File: config.mk
export PLATFORM = sky130hd
export DESIGN_NAME = core_booth_r4
export DESIGN_NICKNAME = d
export VERILOG_FILES = /design/src/rtl/core_booth_r4.sv
export SDC_FILE = /design/constraint.sdc
export NUM_CORES = 1
export LEC_CHECK = 0
export CORE_ASPECT_RATIO = 1.75
export CORE_MARGIN = 2
export CORE_UTILIZATION = 55
export DETAILED_ROUTE_END_ITERATION = 10
export PLACE_DENSITY = 0.82
export SLEW_MARGIN = 10
export SYNTH_ARGS = -nofsm -noshare
export SYNTH_HDL_FRONTEND = slang
export SYNTH_SLANG_ARGS = --single-unit
File: constraint.sdc
create_clock -name i_mul_clk -period 10.1 [get_ports i_mul_clk]
set_clock_uncertainty 0.2 [all_clocks]
set_input_delay 1.01 -clock i_mul_clk [delete_from_list [all_inputs] [get_ports i_mul_clk]]
set_output_delay 1.01 -clock i_mul_clk [all_outputs]
set_load 0.1 [all_outputs]
File: src/rtl/core_booth_r4.sv
// Radix-4 Booth multiplier for the RV64M/RV32M multiply ops (MUL, MULH, MULHSU, MULHU).
// It retires two multiplier bits per cycle and uses valid/ready handshakes on both sides.
module core_booth_r4 #(
    parameter int XLEN = 64
) (
    input  logic            i_mul_clk,
    input  logic            i_mul_rstn,
    input  logic            i_mul_valid,
    output logic            o_mul_ready,
    input  logic [1:0]      i_mul_op,
    input  logic [XLEN-1:0] i_mul_rs1,
    input  logic [XLEN-1:0] i_mul_rs2,
    input  logic            i_mul_flush,
    output logic            o_mul_valid,
    input  logic            i_mul_result_ready,
    output logic [XLEN-1:0] o_mul_result,
    output logic            o_mul_busy
);

    localparam int W  = XLEN + 2;
    localparam int N  = W / 2;
    localparam int CW = $clog2(N + 1);
    localparam logic [W:0] ONE = (W + 1)'(1);

    typedef enum logic [1:0] {
        IDLE = 2'b00,
        CALC = 2'b01,
        DONE = 2'b10
    } state_e;

    state_e          state_q, state_d;
    logic [1:0]      op_q;
    logic [W:0]      mcand_q;
    logic [W:0]      acc_q;   // upper half of the product register, sign-extended
    logic [W:0]      mplr_q;  // lower half: {multiplier, q(-1)}; product bits shift in from the top
    logic [CW-1:0]   cnt_q;
    logic [XLEN-1:0] result_q;

    logic            accept;
    logic            rs1_sext, rs2_sext;
    logic [W:0]      m2, pp, sum;

    assign accept   = (state_q == IDLE) && i_mul_valid && !i_mul_flush;
    assign rs1_sext = (i_mul_op != 2'b11) & i_mul_rs1[XLEN-1];
    assign rs2_sext = ~i_mul_op[1] & i_mul_rs2[XLEN-1];

    always_ff @(posedge i_mul_clk) begin
        if (!i_mul_rstn) state_q <= IDLE;
        else             state_q <= state_d;
    end

    always_comb begin
        // NOTE: every variable written in a combinational block gets a default first, so no latch is inferred.
        state_d = IDLE;
        case (state_q)
            IDLE:    state_d = accept ? CALC : IDLE;
            CALC:    state_d = (cnt_q == '0) ? DONE : CALC;
            DONE:    state_d = i_mul_result_ready ? IDLE : DONE;
            default: state_d = IDLE;
        endcase
        if (i_mul_flush) state_d = IDLE;
    end

    always_comb begin
        o_mul_ready = 1'b0;
        o_mul_valid = 1'b0;
        o_mul_busy  = 1'b0;
        case (state_q)
            IDLE:    o_mul_ready = 1'b1;
            CALC:    o_mul_busy  = 1'b1;
            DONE:    begin o_mul_valid = 1'b1; o_mul_busy = 1'b1; end
            default: o_mul_ready = 1'b0;
        endcase
    end

    // Booth recoding of {q1, q0, q(-1)}; negation is invert-plus-one.
    always_comb begin
        m2 = {mcand_q[W-1:0], 1'b0};
        case (mplr_q[2:0])
            3'b001, 3'b010: pp = mcand_q;
            3'b011:         pp = m2;
            3'b100:         pp = ~m2 + ONE;
            3'b101, 3'b110: pp = ~mcand_q + ONE;
            default:        pp = '0;
        endcase
        sum = acc_q + pp;
    end

    always_ff @(posedge i_mul_clk) begin
        // NOTE: sequential state uses non-blocking assignments so every register samples pre-edge values.
        if (!i_mul_rstn) begin
            op_q     <= '0;
            mcand_q  <= '0;
            acc_q    <= '0;
            mplr_q   <= '0;
            cnt_q    <= '0;
            result_q <= '0;
        end else if (!i_mul_flush) begin
            case (state_q)
                IDLE: if (i_mul_valid) begin
                    op_q    <= i_mul_op;
                    mcand_q <= {{3{rs1_sext}}, i_mul_rs1};
                    acc_q   <= '0;
                    mplr_q  <= {{2{rs2_sext}}, i_mul_rs2, 1'b0};
                    cnt_q   <= CW'(N);
                end
                CALC: if (cnt_q != '0) begin
                    acc_q  <= {{2{sum[W]}}, sum[W:2]};
                    mplr_q <= {sum[1:0], mplr_q[W:2]};
                    cnt_q  <= cnt_q - CW'(1);
                end else begin
                    // Product bit k sits in mplr_q[k+1] below W and in acc_q[k-W] from W upwards.
                    result_q <= (op_q == 2'b00) ? mplr_q[XLEN:1]
                                                : {acc_q[XLEN-3:0], mplr_q[W:W-1]};
                end
                default: ;
            endcase
        end
    end

    assign o_mul_result = result_q;

endmodule
==> out/qor.yml <==
clock_network:
  clock_latency_ns: 0.56
  path_clk_slew_ns: 0.07
  post_cts_buffers: 0
  clockRootBuffer: "clkbuf_16"
  cts.sink_count: 271
  holdBufCountCts: 0
  cts.path.max_buffers: 3
  htree_levels: 1
  cts_buffers: 26
  postCtsResizedCells: 0
  tritoncts: "yes"
pwr:
  p_leak_nw: 9.26
  p_sw_mw: 0.880
  powerDensity_nw_per_um2: 132
  swShare: 0.306
  internal_power_mw: 2.00
  seqPwrFrac: 0.403
  ir_worst_vdd_mv: 0.105
  comb_power_share: 0.214
  pwr-share-clk: 0.382
routing:
  num_vias: 18800
  drt_first_pass_iters: 5
  drtIter0Drc: 1018
  route.detailed.drc: 0
  via_per_inst: 6.29
  detail-route-antenna-nets: 0
  drt-total-wl_mm: 59.3
  wire_per_inst_um: 19.8
grt:
  antenna_found_initial: 1
  overflow: 0
  grt_max_degree: 127
  grt_pass1_vias: 17800
  grt_util_all_layers: 0.317
  grt_pass1_wl_mm: 92.9
status:
  status: "finished clean"
setup_path:
  arrival_ns: 6.79
  end_kind: "register"
  crit_type: "register to register"
  crit_fanout: 7
  startpoint_type: "register"
  worstPathRequired_ns: 10.34
yosys:
  ys_ff_latch: 271
  yosysWarnings: 0
  netlist_area_um2: 18900
  syn_avg_cell_area_um2: 7.60
  syn-num-nets: 2692
  syn_inst: 2484
  synth_edf_count: 0
  synthFlopType: "dfxtp_1"
  synth_cell_type_count: 73
  ys_seq_area_frac: 0.287
  synthArstFlopShare: 0
timing:
  rsz0062_at_grt: "false"
  period_minus_slack_ns: 6.55
  final_hold_viol_count: 0
  maxSlewHeadroom: 0.175
  tns_ns: 0
  slew_violations: 0
  max_freq_mhz: 153
  period_share: 0.649
  tightest_slew_ns: 1.24
  setup_violations: 0
cells_and_area:
  layout-drive-gt1-share: 0.0414
  final_area_um2: 21800
  syn2layout_area_growth_pct: 15.6
  layout.nets: 2728
  fillCellCount: 3011
  regArea_um2: 5430
  multi_input_comb_area_um2: 12500
placed_design:
  hpwl_mm: 42.8
  port_buffers: 201
  dpl_cell_area_um2: 20900
  gp_congestion: 1.04
worst_hold_path:
  hold_class: "register to register"
floorplanning:
  num_rows: 89
  die_x_um: 144
  start_util: 0.560
  die_height_um: 249
  io_pins: 202
  coreArea_um2: 33700
  dieArea_um2: 35900
flow_run:
  drv_cap: 0
## layout make-up
type                    count  share of cell area
diodes                      1            0.000115
clock buffers              31              0.0335
clock inverters            16              0.0106
inverters                  34             0.00585
multi-input cells        1960               0.574
flip-flops and latches    271               0.249
well taps                 455              0.0261
repair buffers            227               0.101
## cell usage after synthesis, types with 5 or more instances
cell | instances | area (um2)
nand2_1 | 463 | 1740
dfxtp_1 | 271 | 5430
o21ai_0 | 206 | 1030
clkbuf_1 | 200 | 751
o211a_1 | 131 | 1310
a21oi_1 | 120 | 601
nor2_1 | 106 | 398
xnor2_1 | 90 | 788
nand3_1 | 88 | 440
a21boi_0 | 72 | 541
ha_1 | 72 | 901
mux2i_1 | 71 | 711
xor2_1 | 69 | 604
a22oi_1 | 48 | 360
nor2b_1 | 38 | 238
inv_1 | 34 | 128
nor3_1 | 32 | 160
a221oi_1 | 30 | 263
a21o_1 | 29 | 218
nand4_1 | 28 | 175
or3_1 | 27 | 169
a31oi_1 | 23 | 144
nand2b_1 | 22 | 138
nor4_1 | 16 | 100
o211ai_1 | 16 | 120
or4_1 | 16 | 120
o21bai_1 | 15 | 113
a211oi_1 | 11 | 82.6
o21a_1 | 11 | 82.6
buf_1 | 10 | 37.5
and2_1 | 8 | 50.1
o221ai_1 | 8 | 70.1
or2_2 | 8 | 50.1
and3_1 | 7 | 43.8
o31ai_1 | 7 | 52.6
o22ai_1 | 6 | 37.5
a221o_1 | 5 | 50.1
## stage by stage
stage                     hold slack [ns]  setup slack [ns]   util  cells  power, mW
after global routing                0.302              3.27  0.647   2995       2.98
after CTS                           0.288              3.68  0.647   2994       2.88
after detailed placement            0.273              3.71  0.618   2947       1.79
after global placement              0.246              3.80  0.618   2947       1.77
after floorplan                     0.232              4.27      -   2484       1.60
final                               0.282              3.55  0.647   2995       2.88
## power by group through the flow
stage	logic, mW	clock network, mW	registers [mW]
CTS	0.608	1.11	1.16
global placement	0.594	0	1.18
detailed placement	0.604	0	1.18
finish	0.617	1.10	1.16
floorplan	0.405	0	1.20
global route	0.665	1.15	1.17
## path summary, 6_finish.rpt
path          startpoint   endpoint  slack (ns)  cells past startpoint
max          mcand_q[20]  acc_q[59]        3.55                     17
min            acc_q[62]  acc_q[62]        0.28                      2
max reg2reg  mcand_q[20]  acc_q[59]        3.55                     17
min reg2reg    acc_q[62]  acc_q[62]        0.28                      2
## flip-flops by register name (all words and copies together), names as in the netlist
| register | flops |
|---|---|
| mplr_q | 67 |
| o_mul_result | 64 |
| op_q | 2 |
| state_q | 2 |
| mcand_q | 65 |
| cnt_q | 6 |
| acc_q | 65 |
## worst max-delay path: stages (launching register included)
cell and delay, ns:
dfxtp_1 0.39, or4_1 0.56, or4_4 0.49, or4_1 0.55, or3_1 0.44, nor3_1 0.29, nand2b_1 0.17, xor2_1 0.14
o21ai_0 0.16, ha_1 0.43, nand4_1 0.22, or4_1 0.55, or4b_2 0.65, o31ai_1 0.47, o31a_1 0.30, o31ai_1 0.10
xnor2_1 0.14, a22o_1 0.17
## metal layers
layer / up-vias / GRT usage / routed length [um]
met5: - / 0 / 0
met4: 0 / 0.147 / 2820
met3: 178 / 0.0344 / 3800
met2: 767 / 0.541 / 28600
met1: 8913 / 0.397 / 24100
li1: 8974 / - / -
## cell usage in the layout, fill, tap and decap left out, types with 8 or more instances in the layout
cell type,instances
a211oi_1,11
a21boi_0,72
a21o_1,29
a21oi_1,119
a221oi_1,30
a22oi_1,48
a31oi_1,23
and2_1,8
buf_4,26
clkbuf_16,27
clkdlybuf4s50_1,200
dfxtp_1,270
ha_1,71
inv_1,34
mux2i_1,71
nand2_1,463
nand2b_1,22
nand3_1,88
nand4_1,28
nor2_1,102
nor2b_1,37
nor3_1,32
nor4_1,16
o211a_1,131
o211ai_1,16
o21a_1,11
o21ai_0,206
o21bai_1,15
o221ai_1,8
or2_2,8
or3_1,27
or4_1,16
xnor2_1,90
xor2_1,69
## cell families (layout without fill, tap and decap cells)
kind of cell / Yosys count / count (layout) / synth area share
AND/OR/NAND/NOR: 884 / 884 / 0.215
AO/OA/AOI/OAI: 769 / 769 / 0.283
flip-flops: 271 / 271 / 0.287
buffers and inverters: 253 / 308 / 0.0520
XOR/XNOR: 159 / 159 / 0.0738
multiplexers: 75 / 75 / 0.0400
adder cells (fa/ha/maj): 73 / 73 / 0.0488
other: 0 / 1 / 0
Power figures use the tool's default switching activity.
